--- src/rtl/rv_pkg.sv ---
// Shared types and opcode constants for the multi-cycle core control sequencer.
package rv_pkg;

  typedef enum logic [2:0] {
    S_IDLE    = 3'd0,
    S_FETCH   = 3'd1,
    S_DECODE  = 3'd2,
    S_EXECUTE = 3'd3,
    S_MEM     = 3'd4,
    S_WB      = 3'd5,
    S_HALT    = 3'd6
  } ctrl_state_t;

  typedef enum logic [1:0] {
    PC_PLUS4  = 2'd0,
    PC_TARGET = 2'd1,
    PC_JALR   = 2'd2
  } pc_sel_t;

  typedef enum logic [1:0] {
    WB_ALU = 2'd0,
    WB_MEM = 2'd1,
    WB_PC4 = 2'd2
  } wb_sel_t;

  // instruction[6:2] major opcodes
  localparam logic [4:0] OPC_LOAD     = 5'b00000;
  localparam logic [4:0] OPC_MISC_MEM = 5'b00011;
  localparam logic [4:0] OPC_OP_IMM   = 5'b00100;
  localparam logic [4:0] OPC_AUIPC    = 5'b00101;
  localparam logic [4:0] OPC_STORE    = 5'b01000;
  localparam logic [4:0] OPC_OP       = 5'b01100;
  localparam logic [4:0] OPC_LUI      = 5'b01101;
  localparam logic [4:0] OPC_BRANCH   = 5'b11000;
  localparam logic [4:0] OPC_JALR     = 5'b11001;
  localparam logic [4:0] OPC_JAL      = 5'b11011;
  localparam logic [4:0] OPC_SYSTEM   = 5'b11100;

  // SYSTEM is deliberately absent: it halts without flagging illegal.
  function automatic logic opcode_legal(input logic [4:0] op);
    logic ok;
    ok = 1'b0;
    case (op)
      OPC_LOAD, OPC_MISC_MEM, OPC_OP_IMM, OPC_AUIPC, OPC_STORE,
      OPC_OP, OPC_LUI, OPC_BRANCH, OPC_JALR, OPC_JAL: ok = 1'b1;
      default: ok = 1'b0;
    endcase
    return ok;
  endfunction

endpackage

--- src/rtl/core_sequencer.sv ---
// Multi-cycle control FSM: fetch/decode/execute/mem/write-back sequencing,
// PC and register-file strobes, illegal-opcode halt and retired-instruction count.
module core_sequencer
  import rv_pkg::*;
(
  input  logic        clk,
  input  logic        rst_n,
  input  logic [4:0]  opcode,
  input  logic        rd_we_dec,
  input  logic        branch_taken,
  input  logic        imem_ack,
  input  logic        dmem_ack,
  output logic        imem_req,
  output logic        ir_we,
  output logic        dmem_req,
  output logic        dmem_we,
  output logic        pc_we,
  output logic [1:0]  pc_sel,
  output logic        rf_we,
  output logic [1:0]  wb_sel,
  output logic        illegal,
  output logic        halted,
  output logic [31:0] instret,
  output logic [2:0]  state
);

  ctrl_state_t state_q, state_d;
  logic        illegal_q, illegal_d;
  logic [31:0] instret_q, instret_d;
  pc_sel_t     pc_sel_c;
  wb_sel_t     wb_sel_c;

  always_ff @(posedge clk) begin
    if (!rst_n) begin
      state_q   <= S_IDLE;
      illegal_q <= 1'b0;
      instret_q <= '0;
    end else begin
      state_q   <= state_d;
      illegal_q <= illegal_d;
      instret_q <= instret_d;
    end
  end

  always_comb begin
    state_d   = state_q;
    illegal_d = illegal_q;
    imem_req  = 1'b0;
    ir_we     = 1'b0;
    dmem_req  = 1'b0;
    dmem_we   = 1'b0;
    pc_we     = 1'b0;
    rf_we     = 1'b0;
    halted    = 1'b0;
    pc_sel_c  = PC_PLUS4;
    wb_sel_c  = WB_ALU;

    case (state_q)
      S_IDLE: state_d = S_FETCH;

      S_FETCH: begin
        imem_req = 1'b1;
        ir_we    = imem_ack;
        if (imem_ack) state_d = S_DECODE;
      end

      S_DECODE: begin
        if (opcode == OPC_SYSTEM) begin
          state_d = S_HALT;
        end else if (!opcode_legal(opcode)) begin
          state_d   = S_HALT;
          illegal_d = 1'b1;
        end else begin
          state_d = S_EXECUTE;
        end
      end

      S_EXECUTE: begin
        case (opcode)
          OPC_LOAD, OPC_STORE: state_d = S_MEM;
          OPC_BRANCH: begin
            pc_we    = 1'b1;
            pc_sel_c = branch_taken ? PC_TARGET : PC_PLUS4;
            state_d  = S_FETCH;
          end
          OPC_MISC_MEM: begin
            pc_we   = 1'b1;
            state_d = S_FETCH;
          end
          default: state_d = S_WB;
        endcase
      end

      S_MEM: begin
        dmem_req = 1'b1;
        dmem_we  = (opcode == OPC_STORE);
        if (dmem_ack) begin
          if (opcode == OPC_STORE) begin
            pc_we   = 1'b1;
            state_d = S_FETCH;
          end else begin
            state_d = S_WB;
          end
        end
      end

      S_WB: begin
        rf_we   = rd_we_dec;
        pc_we   = 1'b1;
        state_d = S_FETCH;
        if (opcode == OPC_LOAD) wb_sel_c = WB_MEM;
        else if (opcode == OPC_JAL || opcode == OPC_JALR) wb_sel_c = WB_PC4;
        if (opcode == OPC_JAL) pc_sel_c = PC_TARGET;
        else if (opcode == OPC_JALR) pc_sel_c = PC_JALR;
      end

      S_HALT: halted = 1'b1;

      default: state_d = S_IDLE;
    endcase

    // pc_we is never asserted in HALT, so the count freezes there.
    instret_d = instret_q + {31'd0, pc_we};
  end

  assign pc_sel  = pc_sel_c;
  assign wb_sel  = wb_sel_c;
  assign illegal = illegal_q;
  assign instret = instret_q;
  assign state   = state_q;

endmodule

--- config.mk ---
export PLATFORM = sky130hd
export DESIGN_NAME = core_sequencer
export DESIGN_NICKNAME = d
export VERILOG_FILES = /design/src/rtl/rv_pkg.sv /design/src/rtl/core_sequencer.sv
export SDC_FILE = /design/constraint.sdc
export NUM_CORES = 1
export LEC_CHECK = 0
export CORE_AREA = 2 2 85 87
export CTS_CLUSTER_DIAMETER = 50
export DETAILED_ROUTE_END_ITERATION = 10
export DIE_AREA = 0 0 87 89
export GPL_TIMING_DRIVEN = 0
export RECOVER_POWER = 100
export SETUP_SLACK_MARGIN = 0.1
export SLEW_MARGIN = 10
export SYNTH_ARGS = -nofsm -noshare
export SYNTH_HDL_FRONTEND = slang
export SYNTH_SLANG_ARGS = --single-unit
--- constraint.sdc ---
create_clock -name clk -period 6.4 [get_ports clk]
set_input_delay 0.64 -clock clk [delete_from_list [all_inputs] [get_ports clk]]
set_output_delay 0.64 -clock clk [all_outputs]
set_load 0.005 [all_outputs]
# Word level (Yosys, flattened, before mapping)
# Memories as Yosys holds them, arrays and structs flattened.
# Cells that the tools add are included.
[totals]
ff_bits = 36
latchBits = 0
ramBits = 0
mem_bits_ro = 32
input_bits = 11
out_inout_bits = 47
elab_cells = 57
n_memories = 1
[classes]
n_addsub = 1
mul = 0
div = 0
magnitude_cmp = 0
eq_ne = 14
n_shift = 0
muxes = 27
n_bitwise = 3
reduce_logical = 8
[memory_table]
columns = ["name", "words", "width", "rd", "rd_ports_with_merged_regs", "wr", "line", "source"]
rows = [
  ["(no name shown)", 32, 1, 1, 0, 0, "rv_pkg.sv:43", "case (op)"],
]
[op_table]
columns = ["operator", "count"]
rows = [
  ["$add A32 B1 Y32", 1],
  ["$eq A5 B5 Y1 const B", 4],
  ["$pmux W3 S6", 1],
  ["$mux W3", 5],
  ["$mux W1", 13],
  ["$mux W2", 5],
  ["$eq A3 B3 Y1 const B", 3],
  ["$eq A3 B2 Y1 const B", 2],
  ["$pmux W3 S2", 1],
  ["$reduce_and A3 Y1", 2],
  ["$reduce_or A2 Y1", 3],
  ["$eq A5 B2 Y1 const B", 1],
  ["$eq A5 B4 Y1 const B", 1],
  ["$logic_not A5 Y1", 1],
  ["$ne A2 B2 Y1 const B", 2],
  ["$pmux W2 S2", 1],
  ["$eq A3 B1 Y1 const B", 1],
  ["$logic_not A3 Y1", 1],
  ["$not A1 Y1", 3],
  ["$pmux W1 S3", 1],
  ["$logic_or A1 B1 Y1", 1],
]

# Longest topological paths before layout
# Gate-level depths: netlist of run 1.
[depth]
depth_word = 6
mapped_depth = 14
ltp_nobuf = 12

# Worst setup path after synthesis of run 1
# Ideal clock, no wire load.
[synth_path]
path_type = "input-to-reg"
start = "in opcode[0]"
end = "reg instret_q[24], in the netlist instret[24]"
setup_time_ns = 0.070
arrival_time_ns = 3.669
required_ns = 6.330
setup_slack_ns = 2.660
cell_stages = 13
path_buffers = 2
cell_sequence = "ha_1 -> or3b_2 -> a21oi_1 -> or3b_2 -> o21ai_0 -> ha_1 -> ha_1 -> and3_1 -> clkbuf_1 -> nand4_4 -> buf_6 -> or3_2 -> a21oi_1"
[synth_between]
elab_chain_cells = 5
word_cells_on_any_way = 9
cone_classes = "1 x add/sub; 3 x eq/ne; 4 x mux; 1 x reduce/logical"
[synth_lines]
columns = ["element", "line", "source"]
rows = [
  ["start: declaration", "core_sequencer.sv:8", "input logic [4:0] opcode,"],
  ["$eq A5 B4 Y1, or another cell as far along", "core_sequencer.sv:98", "if (opcode == OPC_STORE) begin"],
  ["$mux W1 / $reduce_or A2 Y1 (equally long branches)", "n/a", ""],
  ["$mux W1, on equally long branches", "core_sequencer.sv:97, core_sequencer.sv:79", ""],
  ["$pmux W1 S3 (*)", "core_sequencer.sv:58", "case (state_q)"],
  ["net pc_we", "core_sequencer.sv:17", "output logic pc_we,"],
  ["$add A32 B1 Y32 (*)", "core_sequencer.sv:123", "instret_d = instret_q + {31'd0, pc_we};"],
  ["end signal: assignment", "core_sequencer.sv:41", "instret_q <= instret_d;"],
  ["end: declaration", "core_sequencer.sv:29", "logic [31:0] instret_q, instret_d;"],
]
# The timed path passes the listed nets; every way through them passes the cells marked *.
# A chain may end at the register's enable or synchronous reset.

# Final worst setup path of run 1
[layout_path]
start = "in opcode[0]"
end = "reg instret_q[24], in the netlist instret[24]"
[layout_between]
elab_chain_cells = 5
word_cells_on_any_way = 9
cone_classes = "1 x add/sub; 3 x eq/ne; 4 x mux; 1 x reduce/logical"
[layout_lines]
columns = ["element", "line"]
rows = [
  ["$eq A5 B4 Y1, or another cell as far along", "core_sequencer.sv:98"],
  ["$mux W1 / $reduce_or A2 Y1 (equally long branches)", "n/a"],
  ["$mux W1, on equally long branches", "core_sequencer.sv:97, core_sequencer.sv:79"],
  ["$pmux W1 S3 (*)", "core_sequencer.sv:58"],
  ["$add A32 B1 Y32 (*)", "core_sequencer.sv:123"],
]
# Mark *: on every way between the ends. The rest lies on a longest branch, timed or not.

==> results.json, run 1 <==
{
  "worst_pin_slew_ns": 0.5405,
  "diodes": 0,
  "dp_hpwl_um": 3650,
  "critPathArrivalTime_ns": 4.97,
  "post-cts-setup-buffers": 0,
  "synth_area_per_cell_um2": 8.350,
  "hold_viol_final": 0,
  "final.min_clock_period_ns": 4.755,
  "ctsRootBufferMaster": "clkbuf_8",
  "drt-total-wl_um": 4979,
  "place.gp.congestion": 0.7931,
  "ys_seq_area_frac": 0.3657,
  "cts_sinks": 36,
  "layout_setup_ws_ns": 1.645,
  "grt_pass1_wl_um": 8066,
  "pre_cts_ws_ns": 1.666,
  "synth.largest_area_cell": "dfxtp_1",
  "clk_latency_ns": 0.29,
  "synth-adder-area-share": 0.03810,
  "syn_area_um2": 1971,
  "die_w_um": 87,
  "synth_top_family_by_area": "simple AND/OR/NAND/NOR gates",
  "netlist.area_leader.share": 0.3657,
  "cp-start-kind": "input port",
  "fin_skew_ns": 0.002210,
  "relSlewSlack": 0.6396,
  "port_buffers": 55,
  "ys_warn_count": 0,
  "fmax_ghz": 0.2103,
  "viasPerCell": 5.042,
  "rsz0062_at_grt": "false",
  "synth.top_cells.by_area": "dfxtp_1, xor2_1, a21oi_1",
  "outcome": "complete, no violations",
  "die_area_um2": 7743,
  "cts_tree": "built",
  "period_share": 0.7429,
  "num_vias": 1911,
  "setup_viol": 0,
  "core_area_um2": 6719,
  "route.detailed.wl_per_inst_um": 13.14,
  "synth_edf_count": 0,
  "end_kind": "flop",
  "final.setup.tns_ns": 0,
  "synthSimpleGateAreaFrac": 0.3238,
  "muxShareOfSynthArea": 0.005079,
  "drive_above_1_share": 0.08027,
  "synth_compound_area_frac": 0.1410,
  "htreeDepth": 2,
  "cts-buffers-inserted": 5,
  "slew_violations": 0,
  "cp_max_fo": 10,
  "synth_fp_nets": 253,
  "synth_top_cells_by_count": "dfxtp_1, nor2_1, a21oi_1, nand2_1, o31ai_1",
  "grt_max_degree": 12,
  "grt_pass1_vias": 1713,
  "first_pass_iters": 4,
  "cp.buffers_inverters": 3,
  "num-nets-final": 315,
  "drc": 0,
  "synth_xor_xnor_area_share": 0.06222,
  "synthFlopType": "dfxtp_1",
  "cts_resized": 0,
  "grt_usage": 0.1306,
  "overflow": 0,
  "synth_cells": 236,
  "ys_ff_latch": 36,
  "maxCapViolations": 0,
  "cpLargestDelayFamily": "simple AND/OR/NAND/NOR gates",
  "hold_buffers": 0,
  "antenna_found_initial": 0,
  "syn_to_final_growth_pct": 38.29,
  "start_util": 0.2933,
  "max_stage_delay_ns": 0.58,
  "worstPathRequired_ns": 6.62,
  "dr.first_iter.drc_count": 125,
  "power_density_nw_per_um2": 182.0,
  "path_cells": "dlygate4sd3_1 > ha_1 > or3b_2 > a21oi_1 > or3b_2 > o21ai_0 > ha_1 > ha_1 > and3_1 > clkbuf_1 > nand4_1 > clkbuf_1 > or3_2 > a21oi_1",
  "ir_drop_v": 0.00008958,
  "cts.clk_slew.worst_paths_ns": 0.07,
  "crit_type": "input port to flop",
  "synth_cell_types": 42,
  "rows": 30,
  "ys_async_sr_fraction": 0,
  "crit_slowest_cell": "dlygate4sd3_1",
  "yosysMostFrequentCell": "dfxtp_1",
  "path_common_cell": "ha_1",
  "io_pins": 58,
  "postRouteAntennaNets": 0,
  "hp-class": "flop to flop",
  "clock_path_buffers": 2,
  "leakage_uw": 0.001069,
  "fp.dieH_um": 89
}
-- final timing paths --
check                        startpoint                endpoint  slack (ns)  depth (start not counted)
setup reg to reg  state[0]$_SDFFE_PN0P_  instret[24]$_SDFF_PN0_        2.75                         12
setup / recovery              opcode[0]  instret[24]$_SDFF_PN0_        1.65                         14
hold / removal     illegal$_SDFFE_PN0P_    illegal$_SDFFE_PN0P_        0.47                          1
hold reg to reg    illegal$_SDFFE_PN0P_    illegal$_SDFFE_PN0P_        0.47                          1
-- layout by cell type, fill, tap and decap left out, types with 8 or more instances in the layout --
master / Yosys / routed
clkbuf_1: 11 / 12
dfxtp_1: 36 / 36
nor2_1: 24 / 24
nand3_1: 8 / 8
o21ai_0: 8 / 8
clkbuf_8: 1 / 8
nand2_1: 15 / 15
inv_1: 10 / 10
a21oi_1: 18 / 18
or4_1: 11 / 11
dlygate4sd3_1: 0 / 48
xor2_1: 11 / 11
o31ai_1: 12 / 12
nand4_1: 9 / 10
-- metal layers --
layer | global-route usage | vias up | part of all wire
met5 | 0 | - | 0
li1 | - | 973 | -
met4 | 0.04261 | 0 | 0.013
met2 | 0.2172 | 55 | 0.46
met1 | 0.1646 | 879 | 0.46
met3 | 0.03509 | 4 | 0.059
-- logic make-up (layout without fill, tap and decap cells) --
family	Yosys count	in the layout
AOI/OAI and AO/OA	46	46
xor gates and xnor gates	14	14
adders and majority gates	6	6
buffers and inverters	25	88
DFF	36	36
muxes	1	1
and+or+nand+nor	108	108
-- where the power goes --
group / internal [µW] / leakage, µW / switching (µW)
Sequential: 227 / 0.000290 / 1.38
Clock: 138 / 0.0000645 / 83.1
Combinational: 22.1 / 0.000714 / 25.4
Total: 386 / 0.00107 / 110
-- metrics by stage --
stage | hold slack (ns) | std cells | utilization | power [µW] | instance area (µm²)
after floorplan | 0.4591 | 236 | - | 259.3 | 1971
after global placement | 0.4527 | 371 | 0.3901 | 283.5 | 2621
after detailed placement | 0.4576 | 371 | 0.3901 | 283.2 | 2621
after CTS | 0.4759 | 379 | 0.4089 | 505.8 | 2748
after global routing | 0.5060 | 379 | 0.4056 | 517.0 | 2725
final | 0.4650 | 379 | 0.4056 | 496.1 | 2725
-- sequential cells by signal, indices dropped and copies added, names as in the netlist --
register  cells
state         3
illegal       1
instret      32
-- area by class of cell --
class / instances / area (µm²)
buffer: 15 / 81.33
multi-input combinational: 175 / 1109
timing repair buffer: 55 / 550.5
sequential: 36 / 720.7
clock inverter: 1 / 30.03
fill: 687 / 3994
inverter: 10 / 37.54
clock buffer: 7 / 96.34
tap: 80 / 100.1
Note: power is estimated with default switching activity, not from simulation.
==> run 2: changes to the inputs <==
==> constraint.sdc (replaced) <==
create_clock -name clk -period 4.18 [get_ports clk]
set_input_delay 0.418 -clock clk [delete_from_list [all_inputs] [get_ports clk]]
set_output_delay 0.418 -clock clk [all_outputs]
set_load 0.005 [all_outputs]
==> results.json, run 2 (synthesized netlist as in run 1, its figures left out) <==
{
  "crit_type": "input port to flop",
  "share_comb_of_total_power": 0.097,
  "pre_cts_ws_ns": -0.3320,
  "whs_ns": 0.4651,
  "outcome": "complete, no violations",
  "slew_violations": 0,
  "met1_usage": 0.1652,
  "sw_frac_of_total": 0.2218,
  "ctsRootBufferMaster": "clkbuf_8",
  "layout_setup_ws_ns": 0.3151,
  "layout_commonest_cell": "dlygate4sd3_1",
  "dp_hpwl_um": 3650,
  "clk_latency_ns": 0.29,
  "final.min_clock_period_ns": 3.865,
  "met2_usage": 0.2193,
  "cts-buffers-inserted": 5,
  "relSlewSlack": 0.6374,
  "grt_pass1_vias": 1721,
  "first_pass_iters": 4,
  "grt_usage": 0.1314,
  "final_cell_mix": "dlygate4sd3_1, dfxtp_1, nor2_1, a21oi_1, nand2_1",
  "postRouteAntennaNets": 0,
  "die_area_um2": 7743,
  "grt_max_degree": 12,
  "r2r.worst_path.cells": 12,
  "start_util": 0.2933,
  "cp-start-kind": "input port",
  "syn_to_final_growth_pct": 40.76,
  "cp_max_fo": 10,
  "clock_power_share": 0.444,
  "place.gp.congestion": 0.7931,
  "hp-class": "flop to flop",
  "p_seq_frac": 0.459,
  "antenna_found_initial": 0,
  "cts_tree": "built",
  "io_pins": 58,
  "internal_power_uw": 591.4,
  "diodes": 0,
  "leakage_uw": 0.001116,
  "grt-busiest-layer": "met2",
  "drc": 0,
  "fp.dieH_um": 89,
  "die_w_um": 87,
  "core_area_um2": 6719,
  "worstHoldPathCells": 1,
  "drive_above_1_share": 0.09302,
  "route.detailed.wl_per_inst_um": 13.19,
  "worstPathRequired_ns": 4.40,
  "power.switching_uw": 168.6,
  "power_density_nw_per_um2": 274.0,
  "clock_path_buffers": 2,
  "rows": 30,
  "cts_sinks": 36,
  "fmax_ghz": 0.2587,
  "drt-total-wl_um": 5026,
  "maxCapViolations": 0,
  "hold_buffers": 0,
  "viasPerCell": 5.000,
  "fin_skew_ns": 0.002100,
  "grt_util_met3": 0.03509,
  "largest_reg_flops": 32,
  "htreeDepth": 2,
  "setup_viol": 0,
  "num-nets-final": 317,
  "hold_viol_final": 0,
  "grt_pass1_wl_um": 8114,
  "cts.clk_slew.worst_paths_ns": 0.07,
  "period_share": 0.9246,
  "worst_pin_slew_ns": 0.5439,
  "end_kind": "flop",
  "overflow": 0,
  "num_vias": 1905,
  "critPathArrivalTime_ns": 4.08,
  "port_buffers": 55,
  "dr.first_iter.drc_count": 87,
  "ir_drop_v": 0.0001372,
  "rsz0062_at_grt": "false"
}
-- run 2: cell types whose count changed in the layout (fill, tap and decap cells not counted) --
cell / delta
buf_2: +1
buf_6: +1
clkdlybuf4s50_1: -3
dlygate4sd3_1: +1
dlymetal6s2s_1: +2
ha_1: -1
ha_4: +1
nand4_1: -1
nand4_4: +1
-- run 2: path summary, 6_finish.rpt --
check / slack, ns / endpoint / from
worst min register to register: 0.47 / illegal$_SDFFE_PN0P_ / illegal$_SDFFE_PN0P_
worst max register to register: 0.99 / instret[24]$_SDFF_PN0_ / state[0]$_SDFFE_PN0P_
worst min-delay path: 0.47 / illegal$_SDFFE_PN0P_ / illegal$_SDFFE_PN0P_
worst max-delay path: 0.32 / instret[24]$_SDFF_PN0_ / opcode[4]
-- run 2: power by group through the flow --
stage          Sequential, µW  Combinational, µW  Clock, µW
2_1_floorplan             357               39.6          0
6_report                  349               73.5        337
3_3_place_gp              357               76.9          0
4_1_cts                   349               76.7        349
5_1_grt                   350               82.2        360
3_5_place_dp              357               76.3          0
-- run 2: critical path, cell delays in order --
cell and delay [ns]:
dlygate4sd3_1 0.62, or3b_2 0.48, a21oi_1 0.22, or3b_2 0.45
o21ai_0 0.14, ha_1 0.25, ha_1 0.19, and3_1 0.16
buf_2 0.19, nand4_4 0.19, buf_6 0.19, or3_2 0.44
a21oi_1 0.14
-- run 2: through the flow --
step	utilization	instance area, µm²	power [µW]	cells	TNS (ns)
3_3_place_gp	0.3901	2621	434.0	371	-2.778
6_report	0.4128	2774	759.9	381	0
3_5_place_dp	0.3901	2621	433.6	371	-3.335
2_1_floorplan	-	1971	396.9	236	0
5_1_grt	0.4128	2774	792.2	381	0
4_1_cts	0.4114	2764	774.5	381	0
-- run 2: what timing repair did --
item / CTS / global route
endpoints found under the setup margin: 10 / 16
resized for setup: 1 / 7
buffers inserted: 2 / 0
pin swaps: 1 / 1
-- run 2: per-layer routing --
layer | up-vias | share of wire
li1 | 974 | -
met1 | 868 | 0.47
met2 | 59 | 0.46
met3 | 4 | 0.059
met4 | 0 | 0.013
met5 | - | 0
-- run 2: final cells by class --
type	count	area, µm²
inverters	10	37.54
multi-input cells	175	1136
flip-flops and latches	36	720.7
clock inverters	1	30.03
fillers	686	3945
plain buffers	15	90.09
clock buffers	7	96.34
well taps	80	100.1
repair buffers	57	563.0
==> run 3: changes to the inputs <==
--- a/config.mk
+++ b/config.mk
@@ -9,7 +9,6 @@
 export CTS_CLUSTER_DIAMETER = 50
 export DETAILED_ROUTE_END_ITERATION = 10
 export DIE_AREA = 0 0 87 89
-export GPL_TIMING_DRIVEN = 0
 export RECOVER_POWER = 100
 export SETUP_SLACK_MARGIN = 0.1
 export SLEW_MARGIN = 10
==> results.json, run 3 (synthesized netlist as in run 1, its figures left out) <==
{
  "outcome": "complete, no violations",
  "grt_usage": 0.1217,
  "die_area_um2": 7743,
  "drt-total-wl_um": 4750,
  "fp.dieH_um": 89,
  "worstPathRequired_ns": 4.38,
  "grt_pass1_vias": 1680,
  "io_pins": 58,
  "post-cts-setup-buffers": 0,
  "first_pass_iters": 4,
  "cts_resized": 0,
  "diodes": 0,
  "cts_sinks": 36,
  "period_share": 0.9356,
  "core_area_um2": 6719,
  "start_util": 0.2933,
  "rows": 30,
  "layout_commonest_cell": "dlygate4sd3_1",
  "relSlewSlack": 0.3734,
  "final_cell_mix": "dlygate4sd3_1, dfxtp_1, nor2_1, a21oi_1, nand2_1",
  "whs_ns": 0.4795,
  "worstHoldPathCells": 1,
  "port_buffers": 57,
  "cp-start-kind": "input port",
  "route.detailed.wl_per_inst_um": 12.84,
  "cp_max_fo": 17,
  "r2r.worst_path.cells": 9,
  "die_w_um": 87,
  "hp-class": "flop to flop",
  "num_vias": 1896,
  "cts.clk_slew.worst_paths_ns": 0.07,
  "rsz0062_at_grt": "false",
  "fmax_ghz": 0.2557,
  "dp_hpwl_um": 3387,
  "grt_max_degree": 31,
  "cts_tree": "built",
  "syn_to_final_growth_pct": 35.94,
  "leakage_uw": 0.001057,
  "drive_above_1_share": 0.07586,
  "final.min_clock_period_ns": 3.911,
  "overflow": 0,
  "place.gp.congestion": 0.8612,
  "setup_viol": 0,
  "critPathArrivalTime_ns": 4.11,
  "num-nets-final": 306,
  "maxCapViolations": 0,
  "viasPerCell": 5.124,
  "fin_skew_ns": 0.001580,
  "end_kind": "flop",
  "clock_path_buffers": 2,
  "postRouteAntennaNets": 0,
  "dr.first_iter.drc_count": 68,
  "drc": 0,
  "slew_violations": 0,
  "grt_pass1_wl_um": 7652,
  "largest_reg_flops": 32,
  "ir_drop_v": 0.0001277,
  "hold_buffers": 0,
  "worst_pin_slew_ns": 0.9388,
  "crit_type": "input port to flop",
  "ctsRootBufferMaster": "clkbuf_8",
  "htreeDepth": 2,
  "hold_viol_final": 0,
  "power_density_nw_per_um2": 270.2,
  "clk_latency_ns": 0.28,
  "final.setup.tns_ns": 0,
  "antenna_found_initial": 0,
  "cts-buffers-inserted": 5
}
## run 3: path summary, 6_finish.rpt
kind	from	end	slack [ns]
max	opcode[1]	instret[30]$_SDFF_PN0_	0.27
min	illegal$_SDFFE_PN0P_	illegal$_SDFFE_PN0P_	0.48
max reg2reg	state[0]$_SDFFE_PN0P_	instret[30]$_SDFF_PN0_	1.24
min reg2reg	illegal$_SDFFE_PN0P_	illegal$_SDFFE_PN0P_	0.48
## run 3: worst max-delay path, cell delays in order
cell           delay, ns
dlygate4sd3_1       0.59
ha_1                0.26
or3b_2              0.46
a21oi_1             0.19
or3b_2              0.45
o21ai_0             0.13
ha_1                0.24
ha_1                0.18
and3_1              0.23
nand4_4             0.24
or4_1               0.57
a21oi_1             0.16
## run 3: stage by stage
stage / power, µW / instances / cell area (µm²) / worst slack [ns] / util
global placement: 432.3 / 362 / 2582 / 0.1636 / 0.3844
floorplan: 396.9 / 236 / 1971 / 0.6623 / -
CTS: 739.2 / 370 / 2690 / 0.3064 / 0.4004
detailed placement: 432.1 / 362 / 2582 / 0.01496 / 0.3844
finish: 723.8 / 370 / 2679 / 0.2691 / 0.3987
global route: 754.6 / 370 / 2679 / 0.08400 / 0.3987
## run 3: routing by layer
| metal | GRT usage | share of wire |
|---|---|---|
| met5 | 0 | 0 |
| met3 | 0.03509 | 0.059 |
| met2 | 0.2047 | 0.45 |
| met4 | 0.03409 | 0.0093 |
| met1 | 0.1523 | 0.48 |
## run 3: layout make-up
cell class                 instances  area, µm²
clock buffer                       6      72.57
clock inverter                     2      35.03
fill                             678       4040
inverter                          10      37.54
multi-input combinational        175       1124
sequential                        36      720.7
tap                               80      100.1
timing repair buffer              61      589.3
## run 3: report_power, final
part / total (µW) / switching, µW / internal, µW / leakage (µW)
logic: 64.3 / 30.9 / 33.3 / 0.000711
clock network: 304 / 127 / 177 / 0.0000552
registers: 356 / 9.06 / 347 / 0.000290
total: 724 / 167 / 557 / 0.00106
